**config.mk**
```make
export PLATFORM = sky130hd
export DESIGN_NAME = queen_solution_collector
export DESIGN_NICKNAME = d
export VERILOG_FILES = /design/src/rtl/queen_solution_collector.sv
export SDC_FILE = /design/constraint.sdc
export NUM_CORES = 1
export LEC_CHECK = 0
export BUFFER_PORTS_ARGS = -buffer_cell sky130_fd_sc_hd__clkbuf_2
export CAP_MARGIN = 20
export CORE_ASPECT_RATIO = 0.75
export CORE_MARGIN = 2
export CORE_UTILIZATION = 60
export DETAILED_ROUTE_END_ITERATION = 6
export GPL_TIMING_DRIVEN = 0
export PLACE_DENSITY = 0.8
export SYNTH_ARGS = -nofsm -noshare
export SYNTH_HDL_FRONTEND = slang
export SYNTH_SLANG_ARGS = --single-unit
```
**constraint.sdc**
```tcl
create_clock -name clk -period 2.7 [get_ports clk]
set_input_delay 0.27 -clock clk [delete_from_list [all_inputs] [get_ports clk]]
set_output_delay 0.27 -clock clk [all_outputs]
set_load 0.01 [all_outputs]
```
**src/rtl/queen_solution_collector.sv**
```systemverilog
// queen_solution_collector: captures one-hot queen rows, packs 8 column indices into a word, buffers words in a FIFO
// Ports: clk/reset (async active-low), clear (sync flush); row_valid/row_bus row capture input;
// row_ptr next row index; sol_valid/sol_ready/sol_data solution handoff; full, sol_count,
// onehot_err and overflow status, all registered or derived from registers only.
module queen_solution_collector #(
  parameter int DEPTH   = 4,
  parameter int COUNT_W = 8
) (
  input  logic               clk,
  input  logic               reset,
  input  logic               clear,
  input  logic               row_valid,
  input  logic [7:0]         row_bus,
  output logic               full,
  output logic [2:0]         row_ptr,
  output logic               sol_valid,
  input  logic               sol_ready,
  output logic [23:0]        sol_data,
  output logic [COUNT_W-1:0] sol_count,
  output logic               onehot_err,
  output logic               overflow
);
  localparam int AW = $clog2(DEPTH);
  localparam logic [AW:0] FULL_OCC = (AW+1)'(DEPTH);
  logic [2:0]         row_ptr_q, row_ptr_d, col_raw, col;
  logic [23:0]        asm_q, asm_d;
  logic [23:0]        mem_q [DEPTH];
  logic [23:0]        mem_d [DEPTH];
  logic [AW-1:0]      rd_q, rd_d, wr_q, wr_d;
  logic [AW:0]        occ_q, occ_d;
  logic [COUNT_W-1:0] cnt_q, cnt_d;
  logic               err_q, err_d, ovf_q, ovf_d;
  logic               onehot, commit, pop, push;
  always_comb begin
    col_raw = '0;
    for (int k = 0; k < 8; k++)
      if (row_bus[k]) col_raw = 3'(k);
    onehot = $onehot(row_bus);
    col = onehot ? col_raw : 3'd0;
  end
  always_comb begin
    pop    = (occ_q != '0) && sol_ready;
    commit = row_valid && (row_ptr_q == 3'd7);
    // a full FIFO can still take the board if the head leaves on the same edge
    push   = commit && ((occ_q != FULL_OCC) || pop);
    asm_d  = asm_q;
    if (row_valid) asm_d[3*int'(row_ptr_q) +: 3] = col;
    mem_d = mem_q;
    if (push) mem_d[wr_q] = asm_d;
    rd_d      = rd_q + AW'(pop);
    wr_d      = wr_q + AW'(push);
    occ_d     = occ_q + (AW+1)'(push) - (AW+1)'(pop);
    row_ptr_d = row_ptr_q + 3'(row_valid);
    cnt_d     = (push && cnt_q != '1) ? cnt_q + COUNT_W'(1) : cnt_q;
    err_d     = err_q | (row_valid & ~onehot);
    ovf_d     = ovf_q | (commit & ~push);
    if (clear) begin
      asm_d     = '0;
      mem_d     = '{default: '0};
      rd_d      = '0;
      wr_d      = '0;
      occ_d     = '0;
      row_ptr_d = '0;
      cnt_d     = '0;
      err_d     = 1'b0;
      ovf_d     = 1'b0;
    end
  end
  always_ff @(posedge clk or negedge reset) begin
    if (!reset) begin
      asm_q     <= '0;
      mem_q     <= '{default: '0};
      rd_q      <= '0;
      wr_q      <= '0;
      occ_q     <= '0;
      row_ptr_q <= '0;
      cnt_q     <= '0;
      err_q     <= 1'b0;
      ovf_q     <= 1'b0;
    end else begin
      asm_q     <= asm_d;
      mem_q     <= mem_d;
      rd_q      <= rd_d;
      wr_q      <= wr_d;
      occ_q     <= occ_d;
      row_ptr_q <= row_ptr_d;
      cnt_q     <= cnt_d;
      err_q     <= err_d;
      ovf_q     <= ovf_d;
    end
  end
  assign full       = (occ_q == FULL_OCC);
  assign sol_valid  = (occ_q != '0);
  assign sol_data   = mem_q[rd_q];
  assign row_ptr    = row_ptr_q;
  assign sol_count  = cnt_q;
  assign onehot_err = err_q;
  assign overflow   = ovf_q;
endmodule
```
**After elaboration in Yosys (flattened, before gate mapping)**

Cells that the tools add are included.

- Register bits after elaboration: 140
- Input bits: 13
- Logic and storage cells: 81

- Add/subtract/negate cells: 14
- Multiply operators: 1
- Order comparisons: 3
- Equal/unequal tests: 5
- Shift-type cells: 2
- Mux-type cells: 27
- Bitwise logic cells: 8
- Reduce and logical (&&, ||, !) cells: 9

Operators by type and width:

| operator | number |
|---|---|
| $mux 96 | 2 |
| $mux 24 | 5 |
| $bwmux 96 | 1 |
| $bmux 24 s2 | 1 |
| $demux 24 s2 | 1 |
| $neg 5->33 | 1 |
| $shift 3x33->24 const A | 1 |
| $shiftx 3x33->24 | 1 |
| $bwmux 24 | 1 |
| $mux 3 | 8 |
| $mux 8 | 2 |
| $add 1x1->2 | 4 |
| $add 8x1->8 const B | 1 |
| $ne 8x8->1 const B | 1 |
| $add 2x2->3 | 2 |
| $add 3x1->3 | 2 |
| $eq 3x3->1 const B | 2 |
| $ge 3x3->1 const B | 2 |
| $mux 2 | 3 |
| $not 2->3 | 2 |
| $logic_and 1x1->1 | 5 |
| $mul 2x3->5 const A | 1 |
| $add 2x1->2 | 2 |
| $add 3x3->4 | 1 |
| other kinds (11) | 17 |

**Longest topological paths before layout**

Gate-level depths: netlist of the first run.

- Depth in word-level cells: 14
- Depth in mapped cells: 13
- Mapped depth without buffers: 13

**Worst setup path after synthesis of the first run**

OpenSTA, ideal clock, no wires.

- Kind: input to register
- From: in row_bus[0]
- To: reg mem_q[27] in the netlist's numbering
- Library setup time: 0.125 ns
- Arrival time: 3.362 ns
- Path slack: -0.788 ns
- Stages: 12
- Path buffers: 0
- Path through: inv_1 > fa_1 > fa_1 > fa_1 > inv_1 > ha_1 > inv_1 > fa_1 > a31oi_1 > a2111oi_0 > o21ai_0 > a2bb2o_1

- Longest elaborated chain between the ends: 11

RTL lines:

| item | line | RTL |
|---|---|---|
| start: declaration | 13 | `input logic [7:0] row_bus,` |
| $add 1x1->2 (implied by the code) | 38 | `onehot = $onehot(row_bus);` |
| $add 2x2->3 (implied by the code) | 38 |  |
| $add 3x3->4 (implied by the code) | 38 |  |
| $eq 4x1->1 | 38 |  |
| $mux 3 | 39 | `col = onehot ? col_raw : 3'd0;` |
| $shiftx 3x33->24 | 47 | `if (row_valid) asm_d[3*int'(row_ptr_q) +: 3] = col;` |
| $bwmux 24 | 47 |  |
| $mux 24 | 47 |  |
| $bwmux 96 | 49 | `if (push) mem_d[wr_q] = asm_d;` |
| $mux 96 | 49 |  |
| $mux 96 | 57 | `if (clear) begin` |
| end signal: assignment | 82 | `mem_q <= mem_d;` |
| end: declaration | 27 | `logic [23:0] mem_q [DEPTH];` |

Every way passes these cells. The select of a mux whose other input is x is not followed.
A chain may end at the register's enable or synchronous reset.

**Worst setup path in the final report of the first run**

- From: in row_bus[0]
- To: reg mem_q[76] in the netlist's numbering

The elaborated chain is that of the path after synthesis.

==> qor.txt, run 1 <==
Avg Vias per Cell: 6.64
HP Class: input pin to flop
status: finished with violations
number of max-cap violations: 0
DIE HEIGHT: 95.9 um
cts bufs inserted: 17
effective utilization at floorplan: 61.7%
total of buffers placed on input and output ports: 50
Async SR Flop Fraction: 100%
clock-pin slew on the worst setup and hold paths: 0.06 ns
final wirelength: 19,300 um
area share of the leading cell type in the synthesized netlist: 51.9%
Ys Warns: 0
start point of the worst hold path: sol_ready
main area contributors after synthesis: sky130_fd_sc_hd__dfrtp_1 52%, sky130_fd_sc_hd__mux4_2 8.0%, sky130_fd_sc_hd__a22o_1 6.4%
drt wl/cell: 24.2 um
launching element type of the critical path: input pin
post-place setup slack: -1.33 ns
half-perimeter wire length after detailed placement: 11,700 um
number of enable flip-flop cells after synthesis: 0
final worst hold slack: 0.206 ns
leakage power: 0.00377 uW
maximum clock frequency: 0.291 GHz
worst setup path startpoint: row_bus[0]
total congestion overflow after global routing: 0
number of distinct standard cells referenced by the synthesized netlist: 52
starting DRC count in detailed routing: 390
count of nets after finishing: 673
largest net degree at the start of global routing: 77
data required time at the worst endpoint: 3.06 ns
total routing resource utilization after global routing: 33.1%
post-route worst setup slack: -0.741 ns
Power Total: 5650 uW
area of the die: 12,100 um2
routed via count: 5,281
CP peak stage delay: 0.58 ns
startpoint of the worst-slack reg-to-reg timing path: row_ptr[0]$_DFF_PN0_
I/O pin total: 52
final cycle utilization of the critical path: 127%
synth cell count leaders: 140 x sky130_fd_sc_hd__dfrtp_1, 65 x sky130_fd_sc_hd__nor2_1, 49 x sky130_fd_sc_hd__a22o_1, 27 x sky130_fd_sc_hd__inv_1, 24 x sky130_fd_sc_hd__mux4_2
number of H-tree levels: 4
global-route wire length before repair: 29,800 um
Final Hold Fails: 0
layout overhead on the synthesized area: 26.1%
classification of the worst setup path: input pin to flop
core outline area: 10,900 um2
TritonCTS clock tree: done
maximum root-to-sink buffer count: 2
GPL Wtd Cong: 0.901
post-layout instance area: 8510 um2
final setup violating endpoints: 117
synthesized area divided by synthesized cell count: 12.2 um2
endpoint class of the critical path: flop
worst slew margin relative to its limit: 45.6%
Slew Limit Fails: 0
number of antenna violations at the first check in global routing: 0
worst-margin pin slew: 0.803 ns
R2R Setup Slk: 0.03 ns
most instantiated library cell after synthesis: sky130_fd_sc_hd__dfrtp_1
post-detailed-placement cell area: 7270 um2
setup repair after global routing missed its margin: true
minimum clock period: 3.44 ns
cell type with the highest aggregate area in the netlist: sky130_fd_sc_hd__dfrtp_1
maximum ir drop on the vdd rail: 0.517 mV
proportion of layout cells with a drive suffix above 1: 36.2%
fraction of the yosys area taken by sequential cells: 51.9%
largest fanout on the critical path: 7
cells after synthesis: 554
dominant synthesized flop cell: sky130_fd_sc_hd__dfrtp_1
WP data arrival: 3.80 ns
vias in the first global route: 5,452
Mapped Area: 6750 um2
number of register bits inferred by synthesis: 140
Num Clock Sinks: 140
violated checks: negative setup slack
clock skew after layout: 0.00979 ns
Initial DRT Pass Iterations: 5
Die W: 126 um
diodes inserted: 0
Clk Latency, worst-skew pair: 0.43 ns
dominant cell type by count on the critical path: sky130_fd_sc_hd__fa_1
Post-Syn Nets: 585
Power Density: 664 nW/um2
cell chain of the critical path: buf_8 -> inv_8 -> fa_1 -> fa_1 -> fa_1 -> inv_1 -> ha_2 -> inv_2 -> fa_2 -> buf_6 -> nand3_4 -> nor3_4 -> a32o_2 -> a22o_1
remaining antenna violation count after routing: 0
DRC viols: 0
number of cell rows: 33
cell with the largest stage delay on the worst path: sky130_fd_sc_hd__fa_2
clk root buf: sky130_fd_sc_hd__clkbuf_16
==> repair_timing <==
action,4_1_cts,5_1_grt
pin swaps,23,28
endpoints found under the setup margin,118,138
buffers inserted,13,5
gates resized for setup,68,33
endpoints found under the hold margin,64,0
hold buffers,1,0
cloned,0,0
==> report_power, final <==
group | switching [uW] | leakage, uW | total, uW | internal [uW]
Combinational | 722 | 0.00155 | 1210 | 491
Clock | 977 | 0.000267 | 2260 | 1280
Sequential | 43.6 | 0.00195 | 2190 | 2140
==> path summary, 6_finish.rpt <==
check | end | cells after the start
max | mem_q[76]$_DFFE_PN0P_ | 14
min | overflow$_DFF_PN0_ | 4
max reg2reg | mem_q[18]$_DFFE_PN0P_ | 7
min reg2reg | mem_q[34]$_DFFE_PN0P_ | 1
max in group asynchronous | mem_q[68]$_DFFE_PN0P_ | 3
min in group asynchronous | mem_q[21]$_DFFE_PN0P_ | 2
==> state kept, by name, indices dropped and copies added, names as in the netlist <==
name        count
asm_q          24
mem_q          96
occ_q           3
onehot_err      1
overflow        1
rd_q            2
row_ptr         3
sol_count       8
wr_q            2
==> metal layers <==
layer / vias up / share of wire (%) / global-route usage [%]
met4: 0 / 2.0 / 14.0
met1: 2732 / 42 / 43.8
li1: 2255 / - / -
met2: 258 / 48 / 52.1
met3: 36 / 7.9 / 9.62
met5: - / 0 / 0
==> critical path, delay by kind of cell <==
kind / cells / cell delay, ns
and+or+nand+nor: 2 / 0.42
buffers and inverters: 5 / 0.35
adders and majority gates: 5 / 2.18
AOI/OAI and AO/OA: 2 / 0.57
==> cell usage in the layout, fill, tap and decap left out, types with 6 or more instances in the layout <==
| cell type | netlist | layout |
|---|---|---|
| sky130_fd_sc_hd__nor2_4 | 5 | 6 |
| sky130_fd_sc_hd__mux4_2 | 24 | 24 |
| sky130_fd_sc_hd__xnor2_1 | 9 | 9 |
| sky130_fd_sc_hd__clkbuf_1 | 10 | 9 |
| sky130_fd_sc_hd__nand2_1 | 13 | 12 |
| sky130_fd_sc_hd__nor3b_1 | 9 | 8 |
| sky130_fd_sc_hd__a21oi_1 | 10 | 7 |
| sky130_fd_sc_hd__buf_6 | 2 | 13 |
| sky130_fd_sc_hd__buf_2 | 17 | 15 |
| sky130_fd_sc_hd__a211oi_2 | 3 | 9 |
| sky130_fd_sc_hd__nand3_1 | 7 | 6 |
| sky130_fd_sc_hd__clkbuf_2 | 0 | 47 |
| sky130_fd_sc_hd__nor2b_1 | 11 | 11 |
| sky130_fd_sc_hd__o2bb2ai_2 | 0 | 14 |
| sky130_fd_sc_hd__inv_1 | 27 | 22 |
| sky130_fd_sc_hd__a211oi_1 | 23 | 14 |
| sky130_fd_sc_hd__clkbuf_16 | 0 | 17 |
| sky130_fd_sc_hd__a22o_1 | 49 | 48 |
| sky130_fd_sc_hd__buf_4 | 0 | 9 |
| sky130_fd_sc_hd__dfrtp_1 | 140 | 140 |
| sky130_fd_sc_hd__nor2_1 | 65 | 64 |
| sky130_fd_sc_hd__a31oi_4 | 0 | 6 |
| sky130_fd_sc_hd__ha_1 | 13 | 12 |
| sky130_fd_sc_hd__a32o_1 | 12 | 8 |
==> metrics by stage <==
step | std cells | util, % | TNS (ns)
6_report | 795 | 77.8 | -73.59
5_1_grt | 795 | 77.8 | -81.98
3_3_place_gp | 744 | 66.1 | -228.82
4_1_cts | 791 | 76.0 | -64.27
3_5_place_dp | 745 | 66.4 | -133.75
2_1_floorplan | 554 | - | -72.76
==> logic make-up after synthesis <==
kind of cell / synth area share [%]
adders and majority gates: 3.89
buffers and inverters: 3.91
and+or+nand+nor: 11.2
muxes: 8.60
AOI/OAI and AO/OA: 19.1
DFF: 51.9
xor gates and xnor gates: 1.43
==> layout make-up <==
| class | count | area, um2 |
|---|---|---|
| inverters | 28 | 115 |
| repair buffers | 70 | 500 |
| multi-input cells | 354 | 3490 |
| clock buffers | 17 | 425 |
| fillers | 639 | 2430 |
| plain buffers | 31 | 159 |
| well taps | 140 | 175 |
| clock inverters | 15 | 140 |
| flip-flops and latches | 140 | 3500 |
Power figures use the tool's default switching activity.
==> inputs of run 2 (changes only) <==
--- a/config.mk
+++ b/config.mk
@@ -5,6 +5,7 @@
 export SDC_FILE = /design/constraint.sdc
 export NUM_CORES = 1
 export LEC_CHECK = 0
+export ABC_CLOCK_PERIOD_IN_PS = 2700
 export BUFFER_PORTS_ARGS = -buffer_cell sky130_fd_sc_hd__clkbuf_2
 export CAP_MARGIN = 20
 export CORE_ASPECT_RATIO = 0.75
@@ -12,6 +13,7 @@
 export CORE_UTILIZATION = 60
 export DETAILED_ROUTE_END_ITERATION = 6
 export GPL_TIMING_DRIVEN = 0
+export MAX_ROUTING_LAYER = met4
 export PLACE_DENSITY = 0.8
 export SYNTH_ARGS = -nofsm -noshare
 export SYNTH_HDL_FRONTEND = slang
==> run 2 against run 1 <==
Net effect:
- the flow still finishes with violations (negative setup slack)
- sequential share of layout area is essentially flat
- worst hold slack better by 0.00080 ns
- critical path depth stayed put
- clock skew rose by 0.0018 ns
- critical endpoint unchanged
==> qor.txt, run 2 (synthesis results as in run 1) <==
status: finished with violations
violated checks: negative setup slack
most used cells in the layout excluding fill and tap cells: 140 x sky130_fd_sc_hd__dfrtp_1, 64 x sky130_fd_sc_hd__nor2_1, 48 x sky130_fd_sc_hd__a22o_1
GPL Wtd Cong: 0.917
CP peak stage delay: 0.58 ns
TritonCTS clock tree: done
post-route worst setup slack: -0.739 ns
clk root buf: sky130_fd_sc_hd__clkbuf_16
cell chain of the critical path: buf_8 -> inv_8 -> fa_1 -> fa_1 -> fa_1 -> inv_1 -> ha_2 -> inv_2 -> fa_2 -> buf_6 -> nand3_4 -> nor3_4 -> a32o_2 -> a22o_1
vias in the first global route: 5,467
post-layout instance area: 8510 um2
total of buffers placed on input and output ports: 50
DIE HEIGHT: 95.9 um
Final Hold Fails: 0
flip-flop count of the largest register, all copies and words added: 96
number of H-tree levels: 4
minimum clock period: 3.44 ns
launching element type of the critical path: input pin
proportion of layout cells with a drive suffix above 1: 36.2%
HP Class: input pin to flop
clock skew after layout: 0.0116 ns
count of nets after finishing: 672
endpoint class of the critical path: flop
final cycle utilization of the critical path: 127%
Die W: 126 um
core outline area: 10,900 um2
total routing resource utilization after global routing: 34.2%
number of standard cells in the final layout excluding fillers: 794
final wirelength: 19,400 um
classification of the worst setup path: input pin to flop
final setup violating endpoints: 117
area of the die: 12,100 um2
layout overhead on the synthesized area: 26.1%
Slew Limit Fails: 0
effective utilization at floorplan: 61.7%
cell with the largest stage delay on the worst path: sky130_fd_sc_hd__fa_2
number of max-cap violations: 0
number of cell rows: 33
commonest non-fill, non-tap cell in the layout: sky130_fd_sc_hd__dfrtp_1
leakage power: 0.00376 uW
global-route wire length before repair: 29,800 um
maximum root-to-sink buffer count: 2
maximum ir drop on the vdd rail: 0.529 mV
Avg Vias per Cell: 6.64
Initial DRT Pass Iterations: 5
largest net degree at the start of global routing: 77
clock-pin slew on the worst setup and hold paths: 0.06 ns
worst slew margin relative to its limit: 45.5%
register bank with the most flops: mem_q
remaining antenna violation count after routing: 0
half-perimeter wire length after detailed placement: 11,700 um
Fill cells: 641
starting DRC count in detailed routing: 440
drt wl/cell: 24.4 um
worst-margin pin slew: 0.805 ns
FF/Latch Area: 3500 um2
post-detailed-placement cell area: 7270 um2
largest fanout on the critical path: 7
I/O pin total: 52
Power Total: 5660 uW
diodes inserted: 0
WP data arrival: 3.80 ns
dominant cell type by count on the critical path: sky130_fd_sc_hd__fa_1
post-placement cell count: 745
setup repair after global routing missed its margin: true
cts bufs inserted: 17
number of antenna violations at the first check in global routing: 0
total congestion overflow after global routing: 0
final total negative setup slack: -73.45 ns
data required time at the worst endpoint: 3.06 ns
DRC viols: 0
Power Density: 665 nW/um2
Num Clock Sinks: 140
routed via count: 5,275
Clk Latency, worst-skew pair: 0.43 ns
maximum clock frequency: 0.291 GHz
area of combinational cells with multiple inputs: 3490 um2
post-place setup slack: -1.33 ns
## run 2: worst paths after layout
kind	slack, ns	cells after the start	endpoint	from
min in group asynchronous	0.40	2	mem_q[21]$_DFFE_PN0P_	reset
setup reg to reg	0.03	7	mem_q[18]$_DFFE_PN0P_	row_ptr[0]$_DFF_PN0_
setup / recovery	-0.74	14	mem_q[76]$_DFFE_PN0P_	row_bus[0]
hold / removal	0.21	4	overflow$_DFF_PN0_	sol_ready
hold reg to reg	0.49	1	mem_q[34]$_DFFE_PN0P_	mem_q[34]$_DFFE_PN0P_
max in group asynchronous	1.55	3	mem_q[68]$_DFFE_PN0P_	reset
## run 2: repair_timing
action,CTS,global route
setup buffers,13,5
endpoints found under the hold margin,64,0
endpoints found under the setup margin,118,138
gates resized for setup,68,33
hold buffers,1,0
pin swaps,23,28
## run 2: final cells by class
type | instances | share of cell area (%)
Tap cell | 140 | 2.06
Multi-Input combinational cell | 354 | 41.1
Clock inverter | 15 | 1.65
Clock buffer | 17 | 5.00
Buffer | 30 | 1.82
Timing Repair Buffer | 70 | 5.88
Inverter | 28 | 1.35
Sequential cell | 140 | 41.2
## run 2: worst max-delay path, delay by kind of cell
family,cells,cell delay [ns]
and+or+nand+nor,2,0.41
AOI/OAI and AO/OA,2,0.58
buffers and inverters,5,0.34
adders and majority gates,5,2.18
## run 2: where the power goes
part / switching [uW] / leakage [uW] / internal (uW)
clock: 989 / 0.000267 / 1280
sequential: 63.6 / 0.00195 / 2140
combinational: 700 / 0.00155 / 489
## run 2: per-stage QoR
step           hold WS [ns]  utilization, %
2_1_floorplan       -0.0256               -
3_3_place_gp          0.466            66.1
3_5_place_dp          0.297            66.4
4_1_cts               0.204            76.0
5_1_grt               0.253            77.8
6_report              0.206            77.8
## run 2: layer usage
metal	vias up	GRT usage, %	routed length, um
met5	-	-	0
met1	2710	44.0	8100
li1	2254	-	-
met3	34	9.62	1630
met4	0	14.0	327
met2	277	52.0	9330
